**config.mk**
```make
export PLATFORM = sky130hd
export DESIGN_NAME = clkdiv_bank
export DESIGN_NICKNAME = d
export VERILOG_FILES = /design/src/rtl/clkdiv_pkg.sv /design/src/rtl/clkdiv_channel.sv /design/src/rtl/clkdiv_bank.sv
export SDC_FILE = /design/constraint.sdc
export NUM_CORES = 1
export LEC_CHECK = 0
export BUFFER_PORTS_ARGS = -buffer_cell sky130_fd_sc_hd__buf_4
export CORE_ASPECT_RATIO = 1.1
export CORE_MARGIN = 2
export CORE_UTILIZATION = 35
export DETAILED_ROUTE_END_ITERATION = 10
export GPL_ROUTABILITY_DRIVEN = 1
export GPL_TIMING_DRIVEN = 0
export SYNTH_ARGS = -nofsm -noshare
export SYNTH_HDL_FRONTEND = slang
export SYNTH_SLANG_ARGS = --single-unit
```
**constraint.sdc**
```tcl
create_clock -name clkin -period 2.3 [get_ports clkin]
set_input_delay 0.46 -clock clkin [delete_from_list [all_inputs] [get_ports clkin]]
set_output_delay 0.46 -clock clkin [all_outputs]
set_load 0.02 [all_outputs]
```
**src/rtl/clkdiv_pkg.sv**
```systemverilog
// Shared constants for the clkdiv_bank divider bank and its channels.
package clkdiv_pkg;

  localparam logic MODE_TOGGLE = 1'b0;
  localparam logic MODE_PULSE  = 1'b1;

  localparam int unsigned DEFAULT_HP = 4166;
  localparam int unsigned MAX_CH     = 16;

  // Channel-select width; a single-channel bank still carries a 1-bit select.
  function automatic int unsigned ch_sel_w(input int unsigned n);
    return (n > 1) ? $clog2(n) : 1;
  endfunction

endpackage

```
**src/rtl/clkdiv_channel.sv**
```systemverilog
// One divider channel: counter, active/pending configuration and terminal-count output logic.
module clkdiv_channel
  import clkdiv_pkg::*;
#(
  parameter int unsigned DIV_W      = 16,
  parameter int unsigned DEFAULT_HP = clkdiv_pkg::DEFAULT_HP
) (
  input  logic             clkin,
  input  logic             ncr,
  input  logic             en,
  input  logic             sync,
  input  logic             wr,
  input  logic [DIV_W-1:0] wr_hp,
  input  logic             wr_mode,
  output logic             clk_out,
  output logic             tick,
  output logic             pend
);

  logic [DIV_W-1:0] count, count_nxt;
  logic [DIV_W-1:0] act_hp, act_hp_nxt;
  logic [DIV_W-1:0] pnd_hp, pnd_hp_nxt;
  logic             act_mode, act_mode_nxt;
  logic             pnd_mode, pnd_mode_nxt;
  logic             pend_nxt, clk_nxt, tick_nxt;
  logic             restart_c, terminal_c, apply_c;

  // Next-state: pending config is only adopted on a period boundary, so outputs never runt.
  always_comb begin
    restart_c    = sync || !en;
    terminal_c   = !restart_c && (count == act_hp);
    apply_c      = pend && (restart_c || terminal_c);

    count_nxt    = count + DIV_W'(1);
    clk_nxt      = (act_mode == MODE_TOGGLE) ? clk_out : 1'b0;
    tick_nxt     = terminal_c;
    act_hp_nxt   = act_hp;
    act_mode_nxt = act_mode;
    pnd_hp_nxt   = pnd_hp;
    pnd_mode_nxt = pnd_mode;
    pend_nxt     = pend;

    if (restart_c) begin
      count_nxt = '0;
      clk_nxt   = 1'b0;
    end else if (terminal_c) begin
      count_nxt = '0;
      clk_nxt   = (act_mode == MODE_TOGGLE) ? ~clk_out : 1'b1;
    end

    if (apply_c) begin
      act_hp_nxt   = pnd_hp;
      act_mode_nxt = pnd_mode;
      pend_nxt     = 1'b0;
    end

    // A write racing an application lands after it and stays pending.
    if (wr) begin
      pnd_hp_nxt   = wr_hp;
      pnd_mode_nxt = wr_mode;
      pend_nxt     = 1'b1;
    end
  end

  always_ff @(posedge clkin or negedge ncr) begin
    if (!ncr) begin
      count    <= '0;
      act_hp   <= DIV_W'(DEFAULT_HP);
      pnd_hp   <= DIV_W'(DEFAULT_HP);
      act_mode <= MODE_TOGGLE;
      pnd_mode <= MODE_TOGGLE;
      pend     <= 1'b0;
      clk_out  <= 1'b0;
      tick     <= 1'b0;
    end else begin
      count    <= count_nxt;
      act_hp   <= act_hp_nxt;
      pnd_hp   <= pnd_hp_nxt;
      act_mode <= act_mode_nxt;
      pnd_mode <= pnd_mode_nxt;
      pend     <= pend_nxt;
      clk_out  <= clk_nxt;
      tick     <= tick_nxt;
    end
  end

endmodule

```
**src/rtl/clkdiv_bank.sv**
```systemverilog
// N-channel programmable clock divider bank: config write decode and sync fan-out.
module clkdiv_bank
  import clkdiv_pkg::*;
#(
  parameter int unsigned N_CH       = 2,
  parameter int unsigned DIV_W      = 16,
  parameter int unsigned DEFAULT_HP = clkdiv_pkg::DEFAULT_HP,
  parameter int unsigned CH_W       = ch_sel_w(N_CH)
) (
  input  logic             clkin,
  input  logic             ncr,
  input  logic [N_CH-1:0]  en,
  input  logic             sync,
  input  logic             cfg_we,
  input  logic [CH_W-1:0]  cfg_ch,
  input  logic [DIV_W-1:0] cfg_hp,
  input  logic             cfg_mode,
  output logic [N_CH-1:0]  clk_out,
  output logic [N_CH-1:0]  tick,
  output logic [N_CH-1:0]  cfg_pend
);

  if (N_CH < 1 || N_CH > MAX_CH) begin : g_bad_n_ch
    $error("clkdiv_bank: N_CH out of range");
  end

  logic ch_ok_c;

  // Writes to channel numbers beyond the bank are dropped.
  assign ch_ok_c = cfg_we && (32'(cfg_ch) < N_CH);

  for (genvar i = 0; i < N_CH; i++) begin : g_ch
    logic wr_c;
    assign wr_c = ch_ok_c && (cfg_ch == CH_W'(i));

    clkdiv_channel #(
      .DIV_W      (DIV_W),
      .DEFAULT_HP (DEFAULT_HP)
    ) u_ch (
      .clkin   (clkin),
      .ncr     (ncr),
      .en      (en[i]),
      .sync    (sync),
      .wr      (wr_c),
      .wr_hp   (cfg_hp),
      .wr_mode (cfg_mode),
      .clk_out (clk_out[i]),
      .tick    (tick[i]),
      .pend    (cfg_pend[i])
    );
  end

endmodule

```
==> reports/metrics.yaml, run 1 <==
status: "complete, no violations"
drt-initial-drc-count: 101
port_buffers: 29
avgSynthCellArea_sq_um: 13.2
cts_resized: 0
min_period_ns: 2.13
grt_usage: 0.127
cp.required_ns: 2.52
crit_fanout: 10
maxCapViolCount: 0
first_global_vias: 2779
die_area_sq_um: 14500
die_x_microns: 115
hold_path_class: "input port to register"
grt_antenna_before_repair: 0
post-route-drc-count: 0
yosysUniqueCellTypes: 28
viasPerCell: 4.73
cellLeakagePower_nw: 2.32
synthCells: 358
ioPinCount: 30
grt_pass1_wl_microns: 14300
p_total_mw: 4.51
start_util: 0.359
cts_tree: "yes"
core_area_sq_um: 13200
cts_made_buffers: 9
htreeDepth: 3
grt-ovfl-total: 0
critical_path_class: "register to register"
powerDensity_nw_per_um2: 822
finClkSkew_ns: 0.00567
dp.final_hpwl_microns: 6190
finish.utilization: 0.415
finalSetupTns_ns: 0
maxSlewViolCount: 0
worstMarginPinSlew_ns: 0.628
post-route-period-util: 0.928
clkTransAtPathRegs_ns: 0.07
vias: 2675
insertion_delay_ns: 0.34
ys_seq_elements: 106
diodes: 0
crit_path_end_kind: "register"
setup_violations: 0
num_rows: 44
maxSlewHeadroom: 0.581
grt_max_degree: 107
wl_per_cell_microns: 15.3
ys_seq_area_frac: 0.564
synth_area_sq_um: 4740
root_buffer: "clkbuf_16"
synth_nets: 384
gp_congestion: 0.786
first_pass_iters: 4
nFillCells: 1254
peakVddDrop_mv: 0.341
final_nets: 426
layout-drive-gt1-share: 0.365
antenna_left: 0
critPathLaunchType: "register"
fmax_mhz: 469
clock_sinks: 106
critPathArrivalTime_ns: 2.36
rsz0062_at_grt: "false"
finalHoldViolations: 0
area_delta_synth_final_pct: 15.7
die_h_microns: 126
wirelength_microns: 8640
cts_buffer_depth: 2
synth_warnings: 0
## cells by family (layout without fill, tap and decap cells)
family | Yosys count | in the layout | synth area share
flops | 106 | 106 | 0.564
simple gates | 96 | 96 | 0.102
mux | 68 | 68 | 0.177
xor+xnor | 62 | 62 | 0.115
buf+inv | 20 | 67 | 0.0272
compound gates | 4 | 4 | 0.00950
fa+ha+maj | 2 | 2 | 0.00528
## path summary, 6_finish.rpt
path | startpoint | endpoint | slack (ns) | depth (start not counted)
max in group asynchronous | ncr | g_ch[0].u_ch.pnd_hp[12] | 1.12 | 3
hold reg to reg | g_ch[0].u_ch.pnd_hp[4] | g_ch[0].u_ch.pnd_hp[4] | 0.50 | 1
hold / removal | cfg_hp[0] | g_ch[0].u_ch.pnd_hp[0] | 0.36 | 2
min in group asynchronous | ncr | g_ch[1].u_ch.count[7] | 0.49 | 2
setup reg to reg | g_ch[0].u_ch.act_hp[2] | g_ch[0].u_ch.act_hp[14] | 0.17 | 6
setup / recovery | g_ch[0].u_ch.act_hp[2] | g_ch[0].u_ch.act_hp[14] | 0.17 | 6
## cell type report
| cell class | count | area, sq um | area share |
|---|---|---|---|
| timing repair buffer | 31 | 259 | 0.0472 |
| buffer | 17 | 118 | 0.0214 |
| clock inverter | 3 | 23.8 | 0.00433 |
| tap | 161 | 201 | 0.0367 |
| inverter | 3 | 11.3 | 0.00205 |
| multi-input combinational | 232 | 1940 | 0.354 |
| clock buffer | 13 | 260 | 0.0474 |
| sequential | 106 | 2670 | 0.487 |
## cell usage after synthesis
cell	count	share of area
nor4_4	2	0.0090
xor2_1	14	0.026
dfrtp_1	90	0.48
clkbuf_1	2	0.0016
buf_1	1	0.00079
nand4_1	13	0.017
nand2b_1	2	0.0026
mux2_4	20	0.063
o21ai_4	2	0.0069
xnor2_1	48	0.089
nand3_1	10	0.011
nor3_1	4	0.0042
mux2_2	48	0.11
a21o_1	1	0.0016
nand2_1	10	0.0079
ha_1	2	0.0053
inv_1	3	0.0024
and2_1	1	0.0013
buf_6	3	0.0071
nor2b_1	5	0.0066
buf_4	7	0.011
buf_2	4	0.0042
or2_2	2	0.0026
and3_1	4	0.0053
dfstp_2	16	0.089
nor2_1	42	0.033
and4_1	1	0.0018
o21ai_0	1	0.0011
## through the flow
| step | std cells | hold WS [ns] | cell area, sq um | setup slack (ns) |
|---|---|---|---|---|
| floorplan | 358 | 0.164 | 4740 | 0.393 |
| global placement | 548 | 0.487 | 5160 | 0.166 |
| detailed placement | 548 | 0.492 | 5160 | 0.165 |
| CTS | 564 | 0.349 | 5440 | 0.154 |
| global route | 566 | 0.351 | 5490 | 0.0342 |
| finish | 566 | 0.363 | 5490 | 0.166 |
## flip-flops by register name, indices dropped and copies added, names as in the netlist
name	flops
g_ch.u_ch.act_mode	2
g_ch.u_ch.pnd_hp	32
g_ch.u_ch.count	32
g_ch.u_ch.pend	2
g_ch.u_ch.pnd_mode	2
g_ch.u_ch.clk_out	2
g_ch.u_ch.tick	2
g_ch.u_ch.act_hp	32
## per-layer routing
metal	GRT usage	wire [microns]
met2	0.180	3930
met3	0.0269	241
met1	0.190	4350
met5	0	0
met4	0.0489	125
## cells in the final DEF (no fill, tap or decap), drive strengths merged
cell type    synthesis  routed
buf                 15      45
ha                   2       2
o21ai                3       3
clkbuf               2      15
dfstp               16      16
inv                  3       3
and4                 1       1
nand3               10      10
clkinv               0       1
or2                  2       2
nor2b                5       5
nand2b               2       2
xnor2               48      48
clkinvlp             0       2
mux2                68      68
nor3                 4       4
dlygate4sd3          0       1
nand2               10      10
dfrtp               90      90
a21o                 1       1
nor4                 2       2
and2                 1       1
xor2                14      14
nand4               13      13
and3                 4       4
nor2                42      42
## worst max-delay path, stage by stage, from the launching register on
cell and delay [ns]:
dfstp_2 0.55, xnor2_1 0.12, nand4_1 0.16, nor4_4 0.51, o21ai_4 0.17, buf_6 0.20
mux2_4 0.30
## what timing repair did
action | CTS | global route
hold buffers | 0 | 1
hold endpoints to repair | 0 | 9
setup endpoints to repair | 0 | 0
buffers inserted | 0 | 0
## power by group
part | internal [mW] | switching (mW) | total [mW]
logic | 0.440 | 0.249 | 0.688
registers | 2.18 | 0.192 | 2.37
clock network | 0.797 | 0.652 | 1.45
total | 3.42 | 1.09 | 4.51
No activity file was read; power rests on OpenSTA's default activity.
==> run 2: changes to the inputs <==
PLACE_DENSITY = 0.54   (was not set)
==> reports/metrics.yaml, run 2 (synthesis gave the netlist of run 1 again) <==
critical_path_class: "register to register"
num_rows: 44  # unchanged
clkTransAtPathRegs_ns: 0.07  # about the same
grt_max_degree: 107  # unchanged
worstMarginPinSlew_ns: 0.602  # -0.0265 ns
drt-initial-drc-count: 78  # -23%
grt_antenna_before_repair: 0  # unchanged
r2r_start: "g_ch[1].u_ch.act_hp[6]"
grt-ovfl-total: 0  # unchanged
p_switching_mw: 1.12  # +2.1%
maxCapViolCount: 0  # unchanged
p_total_mw: 4.53  # +0.50%
cts_made_buffers: 9  # unchanged
die_area_sq_um: 14500  # unchanged
cellLeakagePower_nw: 2.33  # +0.55%
worst_slack_ns: 0.178  # +0.0121 ns
start_util: 0.359  # unchanged
htreeDepth: 3  # unchanged
holdWs_ns: 0.0532  # -0.310 ns
hold_path_class: "input port to async pin"
viasPerCell: 4.74  # +0.23%
final_nets: 427  # +0.23%
place_ws_ns: 0.138  # -0.0275 ns
critPathArrivalTime_ns: 2.35  # about the same
post-route-drc-count: 0  # unchanged
finClkSkew_ns: 0.00818  # +0.00252 ns
finalSetupTns_ns: 0  # unchanged
r2r_end: "g_ch[1].u_ch.act_hp[4]"
crit_path_end: "g_ch[1].u_ch.act_hp[4]"
stdcell_count: 567  # +0.18%
cp.required_ns: 2.53  # about the same
insertion_delay_ns: 0.35  # about the same
switching_share: 0.246  # +0.00394
layout-drive-gt1-share: 0.374  # +0.00895
critPathLaunch: "g_ch[1].u_ch.act_hp[6]"
seqPwrFrac: 0.522  # -0.004
die_h_microns: 126  # unchanged
grt_pass1_wl_microns: 14600  # +1.9%
post-route-period-util: 0.923  # -0.00524
wl_per_cell_microns: 15.3  # +0.23%
critPathLaunchType: "register"
antenna_left: 0  # unchanged
gp_congestion: 0.752  # -4.3%
reg.largest.list: "g_ch.u_ch.act_hp x32, g_ch.u_ch.count x32, g_ch.u_ch.pnd_hp x32"
dp.final_hpwl_microns: 6190  # -0.11%
root_buffer: "clkbuf_16"
first_pass_iters: 4  # unchanged
peakVddDrop_mv: 0.403  # +18%
ioPinCount: 30  # unchanged
crit_fanout: 10  # unchanged
die_x_microns: 115  # unchanged
maxSlewViolCount: 0  # unchanged
vias: 2686  # +0.41%
cts_hold_buf: 0  # unchanged
cts_resized: 0  # unchanged
dpl_cell_area_sq_um: 5160  # unchanged
core_area_sq_um: 13200  # unchanged
clock_sinks: 106  # unchanged
fmax_mhz: 471  # +0.57%
ff2ff_path_depth: 6  # unchanged
comb_power_share: 0.152  # about the same
final_cell_mix: "dfrtp_1, xnor2_1, mux2_2"
diodes: 0  # unchanged
port_buffers: 29  # unchanged
grt_usage: 0.131  # +0.00338
rrSetupSlack_ns: 0.18  # about the same
min_period_ns: 2.12  # -0.0121 ns
finish.utilization: 0.416  # +0.000852
powerDensity_nw_per_um2: 825  # +0.29%
finalHoldViolations: 0  # unchanged
status: "complete, no violations"
maxSlewHeadroom: 0.599  # +0.0177
cts_buffer_depth: 2  # unchanged
postCtsSetupBuffers: 0  # unchanged
cts_tree: "yes"
design_area_sq_um: 5500  # +0.21%
rsz0062_at_grt: "false"
wirelength_microns: 8680  # +0.40%
mostFrequentLayoutCell: "dfrtp_1"
setup_violations: 0  # unchanged
power_frac_clock: 0.326  # +0.005
first_global_vias: 2779  # unchanged
intPower_mw: 3.42  # about the same
area_delta_synth_final_pct: 15.9
crit_path_end_kind: "register"
placed_cells: 548  # unchanged
## run 2: changes by cell type in the layout (fill, tap and decap cells not counted)
cell / previous run / this run
buf_4: 35 / 37
clkbuf_1: 4 / 2
clkinv_2: 0 / 1
dlygate4sd3_1: 1 / 0
inv_6: 0 / 1
## run 2: area by class of cell
type,instances,area (sq um)
multi-input cells,232,1940
repair buffers,32,264
fillers,1261,7720
flip-flops and latches,106,2670
inverters,3,11.3
plain buffers,17,118
clock inverters,5,37.5
clock buffers,11,253
well taps,161,201
## run 2: power by group through the flow
stage	Clock [mW]	Sequential (mW)	Combinational [mW]
6_report	1.48	2.37	0.687
5_1_grt	1.61	2.40	0.750
4_1_cts	1.54	2.38	0.690
3_5_place_dp	0	2.41	0.686
3_3_place_gp	0	2.40	0.677
2_1_floorplan	0	2.34	0.538
## run 2: worst min path at each step
stage / from / endpoint / slack (ns) / depth (start not counted)
after floorplan: ncr / g_ch[0].u_ch.act_hp[0] / 0.16 / 0
after global placement: g_ch[1].u_ch.pnd_mode / g_ch[1].u_ch.pnd_mode / 0.49 / 1
after detailed placement: g_ch[1].u_ch.pnd_mode / g_ch[1].u_ch.pnd_mode / 0.49 / 1
after CTS: cfg_hp[13] / g_ch[1].u_ch.pnd_hp[13] / 0.35 / 2
after global routing: ncr / g_ch[1].u_ch.count[1] / 0.08 / 1
final: ncr / g_ch[1].u_ch.count[10] / 0.05 / 1
## run 2: critical path, cell delays in order, from the launching register on
cell,delay [ns]
dfstp_2,0.55
xnor2_1,0.13
nand4_1,0.16
nor4_4,0.48
o21ai_4,0.18
buf_6,0.20
mux2_4,0.30
## run 2: metal layers
metal | vias up | track usage | routed length, microns
met2 | 40 | 0.175 | 3770
met5 | - | 0 | 0
met1 | 1347 | 0.202 | 4500
li1 | 1289 | - | -
met3 | 10 | 0.0303 | 288
met4 | 0 | 0.0510 | 122
==> run 3: changes to the inputs <==
CORE_ASPECT_RATIO = not set   (was 1.1)
CORE_UTILIZATION = 60   (was 35)
PLACE_DENSITY = 0.82   (was 0.54)
SLEW_MARGIN = 20   (was not set)
==> reports/metrics.yaml, run 3 (synthesis gave the netlist of run 1 again) <==
crit_slowest_cell: "dfstp_2"
seqPwrFrac: 0.562  # +0.040
dp.final_hpwl_microns: 5920  # -4.3%
ff2ff_path_depth: 6  # unchanged
slowest_delay_ns: 0.56  # about the same
post-route-drc-count: 0  # unchanged
core_area_sq_um: 7690  # -42%
finalHoldViolations: 0  # unchanged
gp_congestion: 0.828  # +10%
crit_buf_inv: 1  # unchanged
wl_per_cell_microns: 16.6  # +8.4%
ioPinCount: 30  # unchanged
maxSlewHeadroom: 0.384  # -0.215
status: "complete, no violations"
post-route-period-util: 0.932  # +0.00921
maxSlewViolCount: 0  # unchanged
cellLeakagePower_nw: 2.27  # -2.8%
start_util: 0.617  # +0.258
htreeDepth: 3  # unchanged
die_area_sq_um: 8630  # -40%
hold_path_class: "input port to async pin"
grt_max_degree: 107  # unchanged
drt-initial-drc-count: 166  # +110%
insertion_delay_ns: 0.36  # about the same
final_nets: 424  # -0.70%
cpLargestDelayFamily: "simple AND/OR/NAND/NOR gates"
fmax_mhz: 467  # -0.99%
grt-ovfl-total: 0  # unchanged
worstMarginPinSlew_ns: 0.924  # +0.322 ns
intPower_mw: 3.12  # -8.6%
finalSetupTns_ns: 0  # unchanged
crit_path_cell_trace: "xnor2_1 -> nand4_1 -> nor4_4 -> o21ai_4 -> buf_6 -> mux2_4"
final_cell_mix: "dfrtp_1, xnor2_1, mux2_2"
critPathArrivalTime_ns: 2.39  # +0.04 ns
critical_path_class: "register to register"
powerDensity_nw_per_um2: 798  # -3.2%
power_frac_clock: 0.274  # -0.052
num_rows: 32  # -27%
first_pass_iters: 4  # unchanged
die_h_microns: 92.9  # -26%
crit_path_end_kind: "register"
first_global_vias: 2815  # +1.3%
stdcell_count: 505  # -11%
comb_power_share: 0.163  # +0.011
grt_antenna_before_repair: 0  # unchanged
peakVddDrop_mv: 0.473  # +17%
cp.depth: 6  # unchanged
port_buffers: 29  # unchanged
cts_tree: "yes"
cp.required_ns: 2.55  # +0.02 ns
antenna_left: 0  # unchanged
p_switching_mw: 1.10  # -1.6%
layout-drive-gt1-share: 0.370  # -0.00466
critPathLaunchType: "register"
min_period_ns: 2.14  # +0.0212 ns
area_delta_synth_final_pct: 11.6
placed_cells: 489  # -11%
switching_share: 0.260  # +0.0140
cts_made_buffers: 9  # unchanged
setup_violations: 0  # unchanged
reg.largest.list: "g_ch.u_ch.act_hp x32, g_ch.u_ch.count x32, g_ch.u_ch.pnd_hp x32"
grt_pass1_wl_microns: 13900  # -4.8%
clkTransAtPathRegs_ns: 0.10  # +0.03 ns
cts_buffer_depth: 2  # unchanged
critPathLaunch: "g_ch[0].u_ch.act_hp[1]"
diodes: 0  # unchanged
viasPerCell: 5.32  # +12%
wirelength_microns: 8380  # -3.4%
mostFrequentLayoutCell: "dfrtp_1"
vias: 2687  # +0.037%
r2r_start: "g_ch[0].u_ch.act_hp[1]"
nFillCells: 556  # -56%
die_x_microns: 92.9  # -19%
maxCapViolCount: 0  # unchanged
rsz0062_at_grt: "false"
grt_usage: 0.211  # +0.0808
root_buffer: "clkbuf_8"
finClkSkew_ns: 0.00988  # +0.00169 ns
crit_fanout: 10  # unchanged
clock_sinks: 106  # unchanged
run 3: cell types whose count changed in the layout (fill, tap and decap cells not counted):
cell,previous run,this run
clkbuf_16,9,0
clkbuf_8,2,9
buf_4,37,35
buf_16,1,0
bufinv_16,0,1
inv_6,1,2
run 3: worst paths after layout:
check	end	slack [ns]
setup / recovery	g_ch[0].u_ch.act_hp[5]	0.16
min in group clkin	g_ch[1].u_ch.pnd_hp[13]	0.34
setup reg to reg	g_ch[0].u_ch.act_hp[5]	0.16
max in group asynchronous	g_ch[1].u_ch.count[12]	1.49
hold reg to reg	g_ch[1].u_ch.pnd_mode	0.51
hold / removal	g_ch[1].u_ch.clk_out	0.18
run 3: per-layer routing:
layer	track usage	up-vias	part of all wire
li1	-	1278	-
met1	0.298	1363	0.47
met2	0.339	37	0.49
met3	0.0317	9	0.029
met4	0.0735	0	0.014
met5	0	-	0
run 3: stage by stage:
| stage | area, sq um | util | setup WS (ns) | power, mW | hold slack, ns |
|---|---|---|---|---|---|
| 2_1_floorplan | 4740 | - | 0.393 | 2.88 | 0.164 |
| 3_3_place_gp | 5090 | 0.662 | 0.221 | 3.06 | 0.484 |
| 3_5_place_dp | 5090 | 0.662 | 0.160 | 3.10 | 0.492 |
| 4_1_cts | 5290 | 0.688 | 0.121 | 4.25 | 0.235 |
| 5_1_grt | 5290 | 0.688 | 0.0275 | 4.41 | 0.277 |
| 6_report | 5290 | 0.688 | 0.157 | 4.22 | 0.182 |
run 3: layout make-up:
cell class | count | area, sq um | area share
flip-flops and latches | 106 | 2670 | 0.505
multi-input cells | 232 | 1940 | 0.367
repair buffers | 29 | 221 | 0.0419
well taps | 102 | 128 | 0.0241
clock buffers | 9 | 124 | 0.0234
plain buffers | 17 | 118 | 0.0222
clock inverters | 7 | 76.3 | 0.0144
inverters | 3 | 11.3 | 0.00213
run 3: timing repair:
| action | in CTS | in global routing |
|---|---|---|
| resized for setup | 0 | 0 |
| endpoints found under the setup margin | 0 | 9 |
| hold buffers | 0 | 0 |
| buffers inserted | 0 | 0 |
run 3: power groups by stage:
stage	Clock [mW]	Sequential, mW	Combinational [mW]
2_1_floorplan	0	2.34	0.538
3_3_place_gp	0	2.40	0.660
3_5_place_dp	0	2.41	0.686
4_1_cts	1.18	2.38	0.697
5_1_grt	1.25	2.41	0.752
6_report	1.16	2.37	0.690
